## config.mk

```make
export PLATFORM = sky130hd
export DESIGN_NAME = udp_csum_seq
export DESIGN_NICKNAME = d
export VERILOG_FILES = /design/src/rtl/udp_pkg.sv /design/src/rtl/udp_oc_add16.sv /design/src/rtl/udp_csum_seq.sv
export SDC_FILE = /design/constraint.sdc
export NUM_CORES = 1
export LEC_CHECK = 0
export BUFFER_PORTS_ARGS = -buffer_cell sky130_fd_sc_hd__buf_2
export CAP_MARGIN = 10
export CORE_MARGIN = 2
export CORE_UTILIZATION = 55
export CTS_BUF_LIST = sky130_fd_sc_hd__clkbuf_8
export CTS_CLUSTER_SIZE = 16
export DETAILED_ROUTE_END_ITERATION = 12
export PLACE_DENSITY_LB_ADDON = 0.25
export SYNTH_ARGS = -nofsm -noshare
export SYNTH_HDL_FRONTEND = slang
export SYNTH_HIERARCHICAL = 1
export SYNTH_SLANG_ARGS = --single-unit
```

## constraint.sdc

```tcl
create_clock -name clk -period 8.6 [get_ports clk]
set_input_delay 0.86 -clock clk [delete_from_list [all_inputs] [get_ports clk]]
set_output_delay 0.86 -clock clk [all_outputs]
set_load 0.01 [all_outputs]
```

## src/rtl/udp_pkg.sv

```systemverilog
// Shared definitions for the UDP checksum sequencer: sequencer states, checksum width
// and the last-beat byte helpers.
package udp_pkg;

  localparam int UDP_CSUM_W = 16;

  typedef enum logic [1:0] {
    IDLE = 2'd0,
    ACC  = 2'd1,
    FOLD = 2'd2,
    DONE = 2'd3
  } state_e;

  // Unused low bytes of a short last beat are zeroed, so an odd length gets a zero pad byte.
  function automatic logic [31:0] beat_mask(input logic [1:0] nbytes, input logic last);
    logic [31:0] m;
    m = 32'hFFFF_FFFF;
    if (last) begin
      unique case (nbytes)
        2'd1:    m = 32'hFF00_0000;
        2'd2:    m = 32'hFFFF_0000;
        2'd3:    m = 32'hFFFF_FF00;
        default: m = 32'hFFFF_FFFF;
      endcase
    end
    return m;
  endfunction

  function automatic logic [2:0] beat_bytes(input logic [1:0] nbytes, input logic last);
    return (last && nbytes != 2'd0) ? {1'b0, nbytes} : 3'd4;
  endfunction

endpackage

```

## src/rtl/udp_oc_add16.sv

```systemverilog
// Combinational 16-bit ones'-complement adder: the carry out of the 17-bit sum is
// wrapped back into bit 0.
module udp_oc_add16
  import udp_pkg::*;
(
  input  logic [UDP_CSUM_W-1:0] a_i,
  input  logic [UDP_CSUM_W-1:0] b_i,
  output logic [UDP_CSUM_W-1:0] sum_o
);

  logic [UDP_CSUM_W:0] raw;

  assign raw = {1'b0, a_i} + {1'b0, b_i};
  // A wrapped carry can never overflow again: the largest raw sum is 17'h1FFFE.
  assign sum_o = raw[UDP_CSUM_W-1:0] + {{(UDP_CSUM_W-1){1'b0}}, raw[UDP_CSUM_W]};

endmodule

```

## src/rtl/udp_csum_seq.sv

```systemverilog
// UDP checksum sequencer: folds 32-bit beats into a seeded ones'-complement sum, then
// presents the complemented checksum, length and oversize flag on a held result handshake.
module udp_csum_seq
  import udp_pkg::*;
#(
  parameter logic [15:0] MAX_BYTES  = 16'd1472,
  parameter bit          ZERO_SUBST = 1'b1
) (
  input  logic        clk,
  input  logic        rst,
  input  logic [15:0] seed,
  input  logic [31:0] s_data,
  input  logic [1:0]  s_bytes,
  input  logic        s_last,
  input  logic        s_valid,
  output logic        s_ready,
  output logic [15:0] cs_data,
  output logic [15:0] cs_len,
  output logic        cs_err,
  output logic        cs_valid,
  input  logic        cs_ready
);

  state_e      state_q;
  logic [15:0] acc_q, len_q, cs_data_q, cs_len_q;
  logic        s_ready_q, cs_valid_q, cs_err_q;

  logic        beat_fire;
  logic [31:0] beat;
  logic [15:0] acc_base, sum_hi, sum_lo, len_base, len_d, fold_d;
  logic [16:0] len_sum;

  assign beat_fire = s_valid & s_ready_q;
  assign beat      = s_data & beat_mask(s_bytes, s_last);
  // The first beat of a packet starts from the seed rather than the accumulator.
  assign acc_base  = (state_q == IDLE) ? seed : acc_q;
  assign len_base  = (state_q == IDLE) ? 16'd0 : len_q;
  assign len_sum   = {1'b0, len_base} + {14'd0, beat_bytes(s_bytes, s_last)};
  assign len_d     = len_sum[16] ? 16'hFFFF : len_sum[15:0];
  assign fold_d    = (ZERO_SUBST && acc_q == 16'hFFFF) ? 16'hFFFF : ~acc_q;

  udp_oc_add16 u_add_hi (.a_i(acc_base), .b_i(beat[31:16]), .sum_o(sum_hi));
  udp_oc_add16 u_add_lo (.a_i(sum_hi),   .b_i(beat[15:0]),  .sum_o(sum_lo));

  // NOTE: every register here is state, so all updates are non-blocking; the async
  // reset branch covers every register so no value depends on power-up contents.
  always_ff @(posedge clk or posedge rst) begin
    if (rst) begin
      state_q    <= IDLE;
      acc_q      <= '0;
      len_q      <= '0;
      s_ready_q  <= 1'b0;
      cs_valid_q <= 1'b0;
      cs_data_q  <= '0;
      cs_len_q   <= '0;
      cs_err_q   <= 1'b0;
    end else begin
      unique case (state_q)
        IDLE, ACC: begin
          s_ready_q <= 1'b1;
          if (beat_fire) begin
            acc_q <= sum_lo;
            len_q <= len_d;
            if (s_last) begin
              state_q   <= FOLD;
              s_ready_q <= 1'b0;
            end else begin
              state_q <= ACC;
            end
          end else if (state_q == IDLE) begin
            acc_q <= seed;
          end
        end
        FOLD: begin
          cs_data_q  <= fold_d;
          cs_len_q   <= len_q;
          cs_err_q   <= (len_q > MAX_BYTES);
          cs_valid_q <= 1'b1;
          state_q    <= DONE;
        end
        DONE: begin
          if (cs_ready) begin
            cs_valid_q <= 1'b0;
            s_ready_q  <= 1'b1;
            state_q    <= IDLE;
          end
        end
        default: state_q <= IDLE;
      endcase
    end
  end

  assign s_ready  = s_ready_q;
  assign cs_data  = cs_data_q;
  assign cs_len   = cs_len_q;
  assign cs_err   = cs_err_q;
  assign cs_valid = cs_valid_q;

endmodule
```

# [Word-level counts from Yosys, hierarchy flattened]
# Index checks and enable logic that the tools add are counted.
[classes] n_reduce_logical=10 muxes=18 magnitude_cmp=1 addsub=5 n_bitwise=3 n_eq_ne=9
[op_table] operator="$mux W16" count=5
[op_table] operator="$pmux W24 S3" count=1
[op_table] operator="$add A16 B16 Y17" count=2
[op_table] operator="$add A16 B1 Y16" count=2
[op_table] operator="$and A32 B32 Y32" count=1
[op_table] operator="$mux W32" count=1
[op_table] operator="$add A16 B3 Y17" count=1
[op_table] operator="$eq A16 B16 Y1 const B" count=1
[op_table] operator="$gt A16 B11 Y1 const B" count=1
[op_table] operator="$not A16 Y16" count=1
[op_table] operator="$eq A2 B2 Y1 const B" count=4
[op_table] operator="$reduce_and A2 Y1" count=4
[op_table] operator="$mux W2" count=3
[op_table] operator="$pmux W2 S3" count=1
[op_table] operator="$reduce_bool A2 Y1" count=3
[op_table] operator="$eq A2 B1 Y1 const B" count=2
[op_table] operator="$mux W1" count=4
[op_table] operator="$ne A2 B2 Y1 const B" count=2
[op_table] operator="$pmux W1 S2" count=2
[op_table] operator="$mux W3" count=1
[op_table] operator="$logic_not A2 Y1" count=1
[op_table] operator="$reduce_or A2 Y1" count=1
[op_table] operator="$and A1 B1 Y1" count=1
[op_table] operator="$logic_and A1 B1 Y1" count=1
[totals] regBits=69 output_inout_bits=35 word_cells=54

# [Logic depth before layout (Yosys ltp)]
# Gate-level depths: netlist of the first run.
[logic_depth] depth_word=9 depth_mapped=40

# [Cells and area by module]
# The synthesis of the first run kept the hierarchy.
[by_module_without_submodules] mod="udp_csum_seq" instances=1 seq_area_each_um2=1726.7 cells_per_inst=391 area_per_inst_um2=3565.9
[by_module_without_submodules] mod="udp_oc_add16" instances=2 seq_area_each_um2=0.0 cells_per_inst=146 area_per_inst_um2=1109.8

# [Least setup slack after synthesis of the first run]
# No wires, ideal clock.
[synth_path] path_kind="in2reg" startpoint="input s_bytes[1]" endpoint="register acc_q[14]" t_arrival_ns=6.324 required_ns=8.467 path_slack_ns=2.143 path_buffers=0 path_stages=37 cell_sequence="inv_1 > ha_1 > nand2_1 > and2_1 > ha_1 > fa_1 > a211oi_2 > o211a_1 > nor2_1 > a211o_1 > a21oi_1 > nor2b_1 > o21ai_0 > nand2b_1 > ha_1 > nand3_1 > nor2_1 > nand2_1 > a21oi_1 > xor2_1 > ha_1 > a21o_1 > a21oi_1 > o21ai_0 > a211o_1 > a21oi_1 > nor2b_1 > o21ai_0 > nand2b_1 > ha_1 > ha_1 > nand2_1 > nor2_1 > nor4b_2 > xnor2_1 > mux2i_1 > o21ai_0"
[synth_via] elab_chain_cells=9 word_cells_on_any_way=11
[synth_lines] element="start: declaration" line_no="udp_csum_seq.sv:13" text="input logic [1:0] s_bytes,"
[synth_lines] element="$eq A2 B2 Y1 or $eq A2 B1 Y1 (tied branches)" line_no="udp_pkg.sv:19" text="unique case (nbytes)"
[synth_lines] element="$pmux W24 S3 *" line_no="udp_pkg.sv:19"
[synth_lines] element="$mux W32 *" line_no="udp_pkg.sv:18" text="if (last) begin"
[synth_lines] element="$and A32 B32 Y32 *" line_no="udp_csum_seq.sv:34" text="assign beat = s_data & beat_mask(s_bytes, s_last);"
[synth_lines] element="via beat[16]" line_no="udp_csum_seq.sv:29" text="logic [31:0] beat;"
[synth_lines] element="$add A16 B16 Y17 *" line_no="udp_oc_add16.sv:13" text="assign raw = {1'b0, a_i} + {1'b0, b_i};"
[synth_lines] element="$add A16 B1 Y16 *" line_no="udp_oc_add16.sv:15" text="assign sum_o = raw[UDP_CSUM_W-1:0] + {{(UDP_CSUM_W-1){1'b0}}, raw[UDP_CSUM_W]};"
[synth_lines] element="via sum_hi[9]" line_no="udp_csum_seq.sv:30" text="logic [15:0] acc_base, sum_hi, sum_lo, len_base, len_d, fold_d;"
[synth_lines] element="$add A16 B16 Y17 *" line_no="udp_oc_add16.sv:13"
[synth_lines] element="$add A16 B1 Y16 *" line_no="udp_oc_add16.sv:15"
[synth_lines] element="via sum_lo[14]" line_no="udp_csum_seq.sv:30"
[synth_lines] element="$mux W16 *" line_no="udp_csum_seq.sv:61" text="if (beat_fire) begin"
[synth_lines] element="end signal: assignment" line_no="udp_csum_seq.sv:62" text="acc_q <= sum_lo;"
[synth_lines] element="end: declaration" line_no="udp_csum_seq.sv:25" text="logic [15:0] acc_q, len_q, cs_data_q, cs_len_q;"
# The timed path passes the listed nets; every way through them passes the cells marked *.
# A chain may end at the register's enable or synchronous reset.

# [Final worst setup path of the first run]
[layout_path] startpoint="register state_q[1]" endpoint="register acc_q[15]"
[layout_via] elab_chain_cells=7 word_cells_on_any_way=9
[layout_lines] element="start: declaration" line_no="udp_csum_seq.sv:24" text="state_e state_q;"
[layout_lines] element="start signal: assignment" line_no="udp_csum_seq.sv:49" text="state_q <= IDLE;"
[layout_lines] element="start signal: assignment" line_no="udp_csum_seq.sv:65" text="state_q <= FOLD;"
[layout_lines] element="start signal: assignment" line_no="udp_csum_seq.sv:68" text="state_q <= ACC;"
[layout_lines] element="$logic_not A2 Y1" line_no="udp_csum_seq.sv:36" text="assign acc_base = (state_q == IDLE) ? seed : acc_q;"
[layout_lines] element="$mux W16"
[layout_lines] element="via acc_base[0]" line_no="udp_csum_seq.sv:30"
[layout_lines] element="$add A16 B16 Y17" line_no="udp_oc_add16.sv:13"
[layout_lines] element="$add A16 B1 Y16" line_no="udp_oc_add16.sv:15"
[layout_lines] element="via sum_hi[8]" line_no="udp_csum_seq.sv:30"
[layout_lines] element="$add A16 B16 Y17" line_no="udp_oc_add16.sv:13"
[layout_lines] element="$add A16 B1 Y16" line_no="udp_oc_add16.sv:15"
[layout_lines] element="via sum_lo[15]" line_no="udp_csum_seq.sv:30"
[layout_lines] element="$mux W16" line_no="udp_csum_seq.sv:61"
# The timed path passes the listed nets, and every way through them passes these cells.

==> impl_results.md, run 1 <==
- Run status: finished, final reports clean
- Sink Count: 69
- Met2 usage: 44.2%
- Largest net degree at the start of global routing: 70
- Crit-path leading delay family: simple AND/OR/NAND/NOR gates
- Maximum buffer depth of the clock tree: 2
- Max_cap viols: 0
- Die H: 107 um
- Number of vias per cell: 5.90
- Initial core utilization: 56.3%
- Syn nets: 782
- # diodes: 0
- Worst-skew pair later-pin latency: 0.34 ns
- GRT overflow: 0
- Fin crit share: 84.3%
- Num CTS Buffers: 9
- I/O Buffers: 89
- Skew final: 0.00747 ns
- Filler instances: 943
- Slowest cell on the critical path: or2_2
- Global Route Usage Sum: 28.1%
- M3 GR Usage: 3.86%
- Post-route ant nets: 0
- FF+latch count, synth: 69
- Drt pass-1 iters: 6
- Worst path buffer plus inverter count: 1
- Element type at the critical path end: flop
- Cell Rows: 37
- Final wirelength: 15200 um
- Hold Startpoint: cs_valid
- Via count: 5310
- Asr flop ratio synth: 100%
- Synth Flop Type: dfrtp_1
- DP Wirelength: 12200 um
- Vias in the first global route: 5215
- # setup viols final: 0
- Avg Inst Size Synth: 8.47 sq um
- Share of layout cells above drive strength 1: 19.9%
- Max stage delay on crit path: 0.47 ns
- GRT busiest layer: met2
- Fin Setup TNS: 0 ns
- Worst Tran Pin Value: 0.948 ns
- Post-Syn Area: 5790 sq um
- Worst reg2reg path depth: 37
- WS Path Type: reg -> reg
- # DRC: 0
- Distinct cells, synth: 59
- Slack of the worst reg-to-reg path: 1.35 ns
- Critical path startpoint category: flop
- Critical R2R Launch: state_q[1]
- FMAX: 0.138 GHz
- RSZ-0062 raised after global routing: false
- Global-route wire length before repair: 25500 um
- Min cycle time layout: 7.25 ns
- Clk slew on worst S/H paths: 0.07 ns
- CTS tree: built
- DRT iter0 DRCs: 447
- Cells after Synth: 683
- # nets final: 861
- Gp weighted congestion: 0.955
- Hold Vio Cnt, Final: 0
- Reg-to-reg endpoint: acc_q[15]
- Seq/Total Area, Yosys: 29.8%
- Total core area: 10300 sq um
- Die area: 11400 sq um
- Worst Hold Class: reg -> reg
- CTS resizes: 0
- Rel. slew slack: 36.5%
- CP arrival: 7.51 ns
- EDFF count, synth: 0
- Antenna violations before repair: 0
- Required time of the critical path: 8.86 ns
- Worst Hold End: cs_valid
- Postcts setup bufs: 0
- Area Growth Syn to Fin: 12.7%
- Ports: 90
- Hold Path Stages: 1
- Die W: 107 um
- Max Slew Vio Count: 0
- Ys Warns: 6
- H-tree Lvls: 3
- Hold_buf cts: 0
- Avg WL per Cell: 16.9 um
- Worst Path Max Fanout: 43
- Root buffer cell: clkbuf_8
- Met1 Resource Use GR: 40.9%
## cells by family after synthesis
group	share of synthesized area, %
compound gates	19.5
simple gates	23.9
fa+ha+maj	9.90
xor+xnor	7.72
mux	6.92
flops	29.8
buf+inv	2.21
## per-layer routing
| metal | vias up | part of all wire (%) |
|---|---|---|
| met5 | - | 0 |
| met4 | 0 | 1.6 |
| met3 | 21 | 5.8 |
| met2 | 199 | 45 |
| met1 | 2487 | 48 |
| li1 | 2603 | - |
## layout by cell type, fill, tap and decap left out, types with 6 or more instances in the layout
cell,instances
dfrtp_1,69
nor2_1,55
xor2_1,20
o21ai_0,37
buf_2,89
mux2_2,16
nor2b_1,6
nand4_1,8
nand3_1,18
mux2i_1,22
o21bai_1,7
and2_1,31
xnor2_1,31
or2_2,6
a21o_1,12
clkbuf_8,11
nand2_1,115
a21oi_1,47
ha_1,41
nor3_1,11
o21a_1,6
## per-stage QoR
step	utilization [%]	hold slack (ns)	setup WS [ns]	instance area [sq um]	cells
floorplan	-	0.460	2.14	5790	683
global placement	61.7	0.458	1.44	6340	887
detailed placement	61.7	0.481	1.17	6340	887
CTS	63.5	0.496	1.36	6520	900
global route	63.5	0.519	0.629	6520	900
finish	63.5	0.488	1.35	6520	900
## Yosys cell counts (all sizes together) (12+ instances only)
master	number	area, sq um
o21ai	42	210
a21oi	47	235
and2	32	200
mux2i	22	220
nor2	55	206
xor2	20	175
mux2	16	180
xnor2	31	272
clkbuf	20	77.6
a21o	12	90.1
dfrtp	69	1730
nand3	20	110
nand2	116	438
ha	41	513
## how the worst max path moves through the flow
stage	start	endpoint	slack [ns]	cells after the start
after floorplan	s_bytes[1]	acc_q[14]	2.14	37
after global placement	s_bytes[1]	acc_q[15]	1.44	38
after detailed placement	s_bytes[1]	acc_q[15]	1.17	38
after CTS	state_q[1]	acc_q[15]	1.36	37
after global routing	state_q[0]	acc_q[14]	0.63	37
final	state_q[1]	acc_q[15]	1.35	37
## registers in the layout, indices dropped and copies added (netlist names)
register  flops
len_q        16
state_q       2
s_ready       1
cs_len       16
cs_data      16
cs_valid      1
acc_q        16
cs_err        1
## cell type report
cell class                 instances  area (sq um)  share of cell area [%]
timing repair buffer              94           483                    7.40
multi-input combinational        582          3930                    60.3
tap                              136           170                    2.61
clock inverter                     2          35.0                   0.537
sequential                        69          1730                    26.5
inverter                           6          22.5                   0.345
clock buffer                      11           151                    2.32
Power of run 1 is left out: the tool's default activity adds up to more than one toggle a clock period on the data nets, which glitch-free logic cannot reach.
==> run 2: changes to the inputs <==
--- a/config.mk
+++ b/config.mk
@@ -5,6 +5,7 @@
 export SDC_FILE = /design/constraint.sdc
 export NUM_CORES = 1
 export LEC_CHECK = 0
+export ABC_AREA = 1
 export BUFFER_PORTS_ARGS = -buffer_cell sky130_fd_sc_hd__buf_2
 export CAP_MARGIN = 10
 export CORE_MARGIN = 2
==> constraint.sdc (replaced) <==
create_clock -name clk -period 5.83 [get_ports clk]
set_input_delay 0.583 -clock clk [delete_from_list [all_inputs] [get_ports clk]]
set_output_delay 0.583 -clock clk [all_outputs]
set_load 0.01 [all_outputs]
==> run 2 against run 1 <==
  * The flow now finishes with violations (negative setup slack)
  * Via count increased by 46%
  * Die area increased by 21%
  * Non-clock buffer count increased by 97
  * Synthesized cell count increased by 62%
  * Cell count increased by 63%
  * Count of clock-buffer cells in the layout unchanged
  * Critical path depth increased by 8
  * Synthesized area increased by 22%
  * Critical path type unchanged
==> impl_results.md, run 2 <==
- Seq/Total Area, Yosys: 24.4% (was 29.8%)
- Global Route Usage Sum: 29.0% (was 28.1%)
- Most frequent cells in the layout: nand2_1, inv_1, nor2_1 (was nand2_1, buf_2, dfrtp_1)
- Required time of the critical path: 6.04 ns (was 8.86 ns)
- Post-Syn Area: 7070 sq um (was 5790 sq um)
- # DRC: 0 (unchanged)
- Die area: 13800 sq um (was 11400 sq um)
- Worst Tran Pin Value: 1.10 ns (was 0.948 ns)
- Fin crit share: 102% (was 84.3%)
- Clk slew on worst S/H paths: 0.08 ns (was 0.07 ns)
- Largest family of logic cells by synthesized area: simple AND/OR/NAND/NOR gates (unchanged)
- Root buffer cell: clkbuf_8 (unchanged)
- Setup WS pre-CTS: -0.293 ns (was 1.17 ns)
- Max Slew Vio Count: 0 (unchanged)
- Most frequent cell after synthesis: nand2_1 (unchanged)
- Post-DP Area: 8150 sq um (was 6340 sq um)
- Gp weighted congestion: 0.963 (was 0.955)
- # setup viols final: 5 (was 0)
- H-tree Lvls: 3 (unchanged)
- Worst Hold Class: in -> async (was reg -> reg)
- Crit-path leading delay family: simple AND/OR/NAND/NOR gates (unchanged)
- Cell Rows: 41 (was 37)
- Post-route ant nets: 0 (unchanged)
- Routed wl met3: 1360 um (was 877 um)
- Number of vias per cell: 5.28 (was 5.90)
- Commonest non-fill, non-tap cell in the layout: nand2_1 (unchanged)
- Storage element area: 1730 sq um (unchanged)
- Critical path startpoint category: flop (unchanged)
- # nets final: 1388 (was 861)
- Die W: 117 um (was 107 um)
- Global-route wire length before repair: 32900 um (was 25500 um)
- Design Area, Final: 9070 sq um (was 6520 sq um)
- Antenna violations before repair: 0 (unchanged)
- WS Path Type: reg -> reg (unchanged)
- DRT iter0 DRCs: 575 (was 447)
- Area Growth Syn to Fin: 28.4% (was 12.7%)
- Syn nets: 1208 (was 782)
- Mux contribution to synthesized area: 0% (was 6.92%)
- Vias in the first global route: 7195 (was 5215)
- Distinct cells, synth: 39 (was 59)
- Synth Flop Type: dfrtp_1 (unchanged)
- EDFF count, synth: 0 (unchanged)
- Failing checks: negative setup slack
- I/O Buffers: 89 (unchanged)
- Share of layout cells above drive strength 1: 30.2% (was 19.9%)
- Ports: 90 (unchanged)
- Routed length on met1: 8440 um (was 7270 um)
- Run status: complete, but fails checks (was finished, final reports clean)
- GRT overflow: 0 (unchanged)
- Post-synth top area cell: dfrtp_1 (unchanged)
- Initial core utilization: 56.2% (was 56.3%)
- Cells after Synth: 1109 (was 683)
- Via count: 7736 (was 5310)
- Min cycle time layout: 5.94 ns (was 7.25 ns)
- FMAX: 0.168 GHz (was 0.138 GHz)
- Die H: 117 um (was 107 um)
- FF+latch count, synth: 69 (unchanged)
- CTS tree: built (unchanged)
- Ys Warns: 6 (unchanged)
- Max stage delay on crit path: 0.42 ns (was 0.47 ns)
- Avg WL per Cell: 14.0 um (was 16.9 um)
- Drt pass-1 iters: 5 (was 6)
- Multi-input logic area: 4930 sq um (was 3930 sq um)
- Max_cap viols: 0 (unchanged)
- Post-synth top area share: 24.4% (was 29.8%)
- Synth cell count leaders: nand2_1, inv_1, nor2_1 (was nand2_1, dfrtp_1, nor2_1)
- Element type at the critical path end: flop (unchanged)
- Asr flop ratio synth: 100% (unchanged)
- Met2 wire len: 9960 um (was 6770 um)
- Synth top area cells: dfrtp_1, nand2_1, inv_1 (was dfrtp_1, ha_1, nand2_1)
- Num CTS Buffers: 9 (unchanged)
- Synth Area in Adders: 8.11% (was 9.90%)
- Hold Vio Cnt, Final: 0 (unchanged)
- Sink Count: 69 (unchanged)
- Maximum buffer depth of the clock tree: 2 (unchanged)
- Cell mode on critical path: nand2_2
- # diodes: 0 (unchanged)
- Avg Inst Size Synth: 6.37 sq um (was 8.47 sq um)
- DP Wirelength: 15200 um (was 12200 um)
- Top routing layer used: met4 (unchanged)
- Fin Setup TNS: -0.333 ns (was 0 ns)
- Simple-Gate Fraction of Synth Area: 43.8% (was 23.9%)
- Worst Path Max Fanout: 8 (was 43)
- CP arrival: 6.15 ns (was 7.51 ns)
- Worst path buffer plus inverter count: 5 (was 1)
- Post-synthesis compound-gate area fraction: 8.46% (was 19.5%)
- Rel. slew slack: 26.4% (was 36.5%)
- Hold_buf cts: 0 (unchanged)
- Setup WS post-layout: -0.115 ns (was 1.35 ns)
- Skew final: 0.0107 ns (was 0.00747 ns)
- Worst-skew pair later-pin latency: 0.35 ns (was 0.34 ns)
- Filler instances: 1016 (was 943)
- Total core area: 12600 sq um (was 10300 sq um)
- RSZ-0062 raised after global routing: true (was false)
- Post-Synth XOR/XNOR Area: 3.31% (was 7.72%)
- Final wirelength: 20500 um (was 15200 um)
- Largest net degree at the start of global routing: 70 (unchanged)
- Slowest cell on the critical path: dfrtp_1 (was or2_2)
-- run 2: cell types whose count changed after synthesis, sizes merged, moves of 13 or more --
| cell | previous run | this run |
|---|---|---|
| mux2i | 22 | 0 |
| xnor2 | 31 | 9 |
| nand3 | 20 | 82 |
| inv | 6 | 187 |
| mux2 | 16 | 0 |
| nor2 | 55 | 152 |
| and2 | 32 | 4 |
| nand4 | 8 | 21 |
| nand2 | 116 | 379 |
-- run 2: area by class of cell --
type / instances / area share (%)
multi-input combinational: 830 / 54.4
sequential: 69 / 19.0
timing repair buffer: 191 / 13.8
inverter: 188 / 7.79
tap: 172 / 2.37
clock buffer: 11 / 1.67
clock inverter: 5 / 0.910
-- run 2: logic make-up (layout without fill, tap and decap cells) --
group | Yosys count | in the layout
xor gates and xnor gates | 25 | 25
adders and majority gates | 44 | 44
AOI/OAI and AO/OA | 107 | 107
and+or+nand+nor | 654 | 654
buffers and inverters | 210 | 395
DFF | 69 | 69
-- run 2: final timing paths --
path                            slack, ns        from  cells after the start    endpoint
worst max-delay path                -0.11  state_q[1]                     45   acc_q[14]
worst min-delay path                 0.48         rst                      3  cs_len[15]
worst max register to register      -0.11  state_q[1]                     45   acc_q[14]
worst min register to register       0.48   cs_len[0]                      2   cs_len[0]
max in group asynchronous            4.82         rst                      3    len_q[7]
min in group clk                     0.48   cs_len[0]                      2   cs_len[0]
-- run 2: metal layers --
metal	up-vias	GRT usage [%]
li1	3833	-
met1	3540	36.4
met2	299	49.7
met3	64	3.75
met4	0	13.1
met5	-	0
-- run 2: through the flow --
stage	utilization (%)	hold WS [ns]	instances
after floorplan	-	0.470	1109
after global placement	64.9	0.460	1418
after detailed placement	64.9	0.468	1418
after CTS	69.5	0.484	1457
after global routing	72.2	0.521	1466
final	72.2	0.480	1466
-- run 2: worst reg2reg max path, delay by kind of cell, from the launching register on --
kind | cells | cell delay, ns
simple gates | 26 | 2.55
flops | 1 | 0.42
buf+inv | 5 | 0.48
compound gates | 7 | 0.84
fa+ha+maj | 7 | 1.48
-- run 2: timing repair --
item                                   in CTS  in global routing
endpoints found under the hold margin       0                  0
gates resized for setup                    30                 66
setup buffers                              21                 11
cloned                                      2                  0
setup endpoints to repair                   3                 14
pin swaps                                   9                 44
Power of run 2 is left out for the same reason.
==> run 3: changes to the inputs <==
--- a/config.mk
+++ b/config.mk
@@ -5,11 +5,10 @@
 export SDC_FILE = /design/constraint.sdc
 export NUM_CORES = 1
 export LEC_CHECK = 0
-export ABC_AREA = 1
 export BUFFER_PORTS_ARGS = -buffer_cell sky130_fd_sc_hd__buf_2
 export CAP_MARGIN = 10
 export CORE_MARGIN = 2
-export CORE_UTILIZATION = 55
+export CORE_UTILIZATION = 54
 export CTS_BUF_LIST = sky130_fd_sc_hd__clkbuf_8
 export CTS_CLUSTER_SIZE = 16
 export DETAILED_ROUTE_END_ITERATION = 12
==> run 3 against run 2 <==
  * Design area down 11%
  * Critical endpoint is now acc_q[15]
  * Global-route usage up 1.8 points
  * Non-clock buffer count up 37
  * Maximum frequency down 3.8%
  * Largest cell class unchanged
  * Clock skew about the same
  * Die area down 16%
  * Setup slack worse by 0.24 ns
  * Count of clock-buffer cells in the layout down 1
  * The run still ends with negative setup slack left
  * Critical path depth down 9
  * Highest routed layer unchanged
==> impl_results.md, run 3 (synthesis gave the netlist of run 1 again) <==
- Number of vias per cell: 5.87 (was 5.28)
- Worst path buffer plus inverter count: 1 (was 5)
- Worst reg2reg path depth: 36 (was 45)
- Drt pass-1 iters: 5 (unchanged)
- Slack of the worst reg-to-reg path: -0.35 ns (was -0.11 ns)
- Worst Tran Pin Value: 0.959 ns (was 1.10 ns)
- Hold Vio Cnt, Final: 0 (unchanged)
- Die area: 11600 sq um (was 13800 sq um)
- Most frequent cells in the layout: buf_4, nand2_1, buf_2 (was nand2_1, inv_1, nor2_1)
- CP arrival: 6.47 ns (was 6.15 ns)
- WS Path Type: reg -> reg (unchanged)
- I/O Buffers: 89 (unchanged)
- Share of layout cells above drive strength 1: 38.8% (was 30.2%)
- CTS tree: built (unchanged)
- Worst Path Max Fanout: 3 (was 8)
- FMAX: 0.162 GHz (was 0.168 GHz)
- Cell Rows: 37 (was 41)
- Storage element area: 1730 sq um (unchanged)
- # setup viols final: 14 (was 5)
- Critical Path Source: state_q[1] (unchanged)
- Filler instances: 716 (was 1016)
- Antenna violations before repair: 0 (unchanged)
- Element type at the critical path end: flop (unchanged)
- Rel. slew slack: 35.8% (was 26.4%)
- Global-route wire length before repair: 28300 um (was 32900 um)
- Initial core utilization: 55.8% (was 56.2%)
- # diodes: 0 (unchanged)
- Min cycle time layout: 6.18 ns (was 5.94 ns)
- Clk slew on worst S/H paths: 0.08 ns (about the same)
- Max Slew Vio Count: 0 (unchanged)
- Skew final: 0.0111 ns (was 0.0107 ns)
- Vias in the first global route: 5822 (was 7195)
- Slowest cell on the critical path: dfrtp_1 (unchanged)
- Sink Count: 69 (unchanged)
- Via count: 6089 (was 7736)
- Critical R2R Launch: state_q[1] (unchanged)
- Final wirelength: 18500 um (was 20500 um)
- Die W: 108 um (was 117 um)
- Gp weighted congestion: 0.964 (was 0.963)
- Run status: complete, but fails checks (unchanged)
- DRT iter0 DRCs: 644 (was 575)
- Die H: 108 um (was 117 um)
- Critical path startpoint category: flop (unchanged)
- Max_cap viols: 0 (unchanged)
- Area Growth Syn to Fin: 38.8% (was 28.4%)
- Avg WL per Cell: 17.8 um (was 14.0 um)
- Post-route ant nets: 0 (unchanged)
- Cell mode on critical path: ha_4 (was nand2_2)
- # DRC: 0 (unchanged)
- Largest net degree at the start of global routing: 70 (unchanged)
- Max stage delay on crit path: 0.42 ns (about the same)
- Num CTS Buffers: 9 (unchanged)
- # nets final: 995 (was 1388)
- Failing checks: negative setup slack (unchanged)
- Fin crit share: 106% (was 102%)
- Setup WS post-layout: -0.352 ns (was -0.115 ns)
- Reg-to-reg endpoint: acc_q[15] (was acc_q[14])
- Root buffer cell: clkbuf_8 (unchanged)
- Setup WS pre-CTS: -0.592 ns (was -0.293 ns)
- Worst-skew pair later-pin latency: 0.36 ns (was 0.35 ns)
- Hold_buf cts: 0 (unchanged)
- Required time of the critical path: 6.11 ns (was 6.04 ns)
- Multi-input logic area: 4380 sq um (was 4930 sq um)
- Ports: 90 (unchanged)
- Commonest non-fill, non-tap cell in the layout: buf_4 (was nand2_1)
- Total core area: 10400 sq um (was 12600 sq um)
- Crit-path leading delay family: simple AND/OR/NAND/NOR gates (unchanged)
- Hold slack: 0.478 ns (was 0.480 ns)
- Maximum buffer depth of the clock tree: 2 (unchanged)
- H-tree Lvls: 3 (unchanged)
- RSZ-0062 raised after global routing: true (unchanged)
- Worst Hold Class: in -> async (unchanged)
- GRT overflow: 0 (unchanged)
- Global Route Usage Sum: 30.8% (was 29.0%)
- DP Wirelength: 13200 um (was 15200 um)
-- run 3: cell types whose count changed in the layout (fill, tap and decap cells not counted), moves of 27 or more --
cell,change
buf_4,+31
and2_1,+27
nand2_1,-205
nand2_2,-51
inv_1,-163
nor2_1,-70
nand3_1,-58
-- run 3: how the worst max path moves through the flow --
stage,to,slack (ns),cells past startpoint
global placement,acc_q[15],-0.43,37
floorplan,acc_q[14],-0.005,34
detailed placement,acc_q[15],-0.59,37
finish,acc_q[15],-0.35,36
CTS,acc_q[8],-0.11,37
global route,acc_q[15],-0.60,36
-- run 3: layout make-up --
cell class	instances	area share, %
multi-input cells	582	54.6
flip-flops and latches	69	21.5
repair buffers	228	19.0
well taps	136	2.12
clock buffers	10	1.71
clock inverters	6	0.779
inverters	6	0.280
-- run 3: timing repair --
| item | 4_1_cts | 5_1_grt |
|---|---|---|
| resized for setup | 44 | 47 |
| pin swaps | 31 | 31 |
| endpoints found under the hold margin | 0 | 0 |
| endpoints found under the setup margin | 15 | 16 |
| gates cloned | 0 | 0 |
| setup buffers | 24 | 12 |
-- run 3: layer usage --
layer  wire length [um]  vias to the layer above  track usage (%)
met2               9100                      269             52.1
li1                   -                     2871                -
met5                  0                        -                0
met4                299                        0             8.24
met3               1230                       26             3.39
met1               7880                     2923             41.7
-- run 3: through the flow --
step           utilization, %   TNS, ns  cells  cell area, sq um
6_report                 77.4     -3.34   1037              8030
5_1_grt                  77.4     -6.51   1037              8030
4_1_cts                  74.3    -0.488   1026              7700
3_5_place_dp             69.1     -6.47    986              7160
3_3_place_gp             69.1     -4.31    986              7160
2_1_floorplan               -  -0.00488    683              5880
-- run 3: worst register-to-register path: cells and delay by family, from the launching register on --
kind                     cells  cell delay (ns)
AO/OA/AOI/OAI               10             1.67
XOR/XNOR                     2             0.31
adder cells (fa/ha/maj)      6             1.45
buffers and inverters        1             0.14
flip-flops                   1             0.42
multiplexers                 1             0.11
AND/OR/NAND/NOR             16             2.01
Power of run 3 is left out for the same reason.
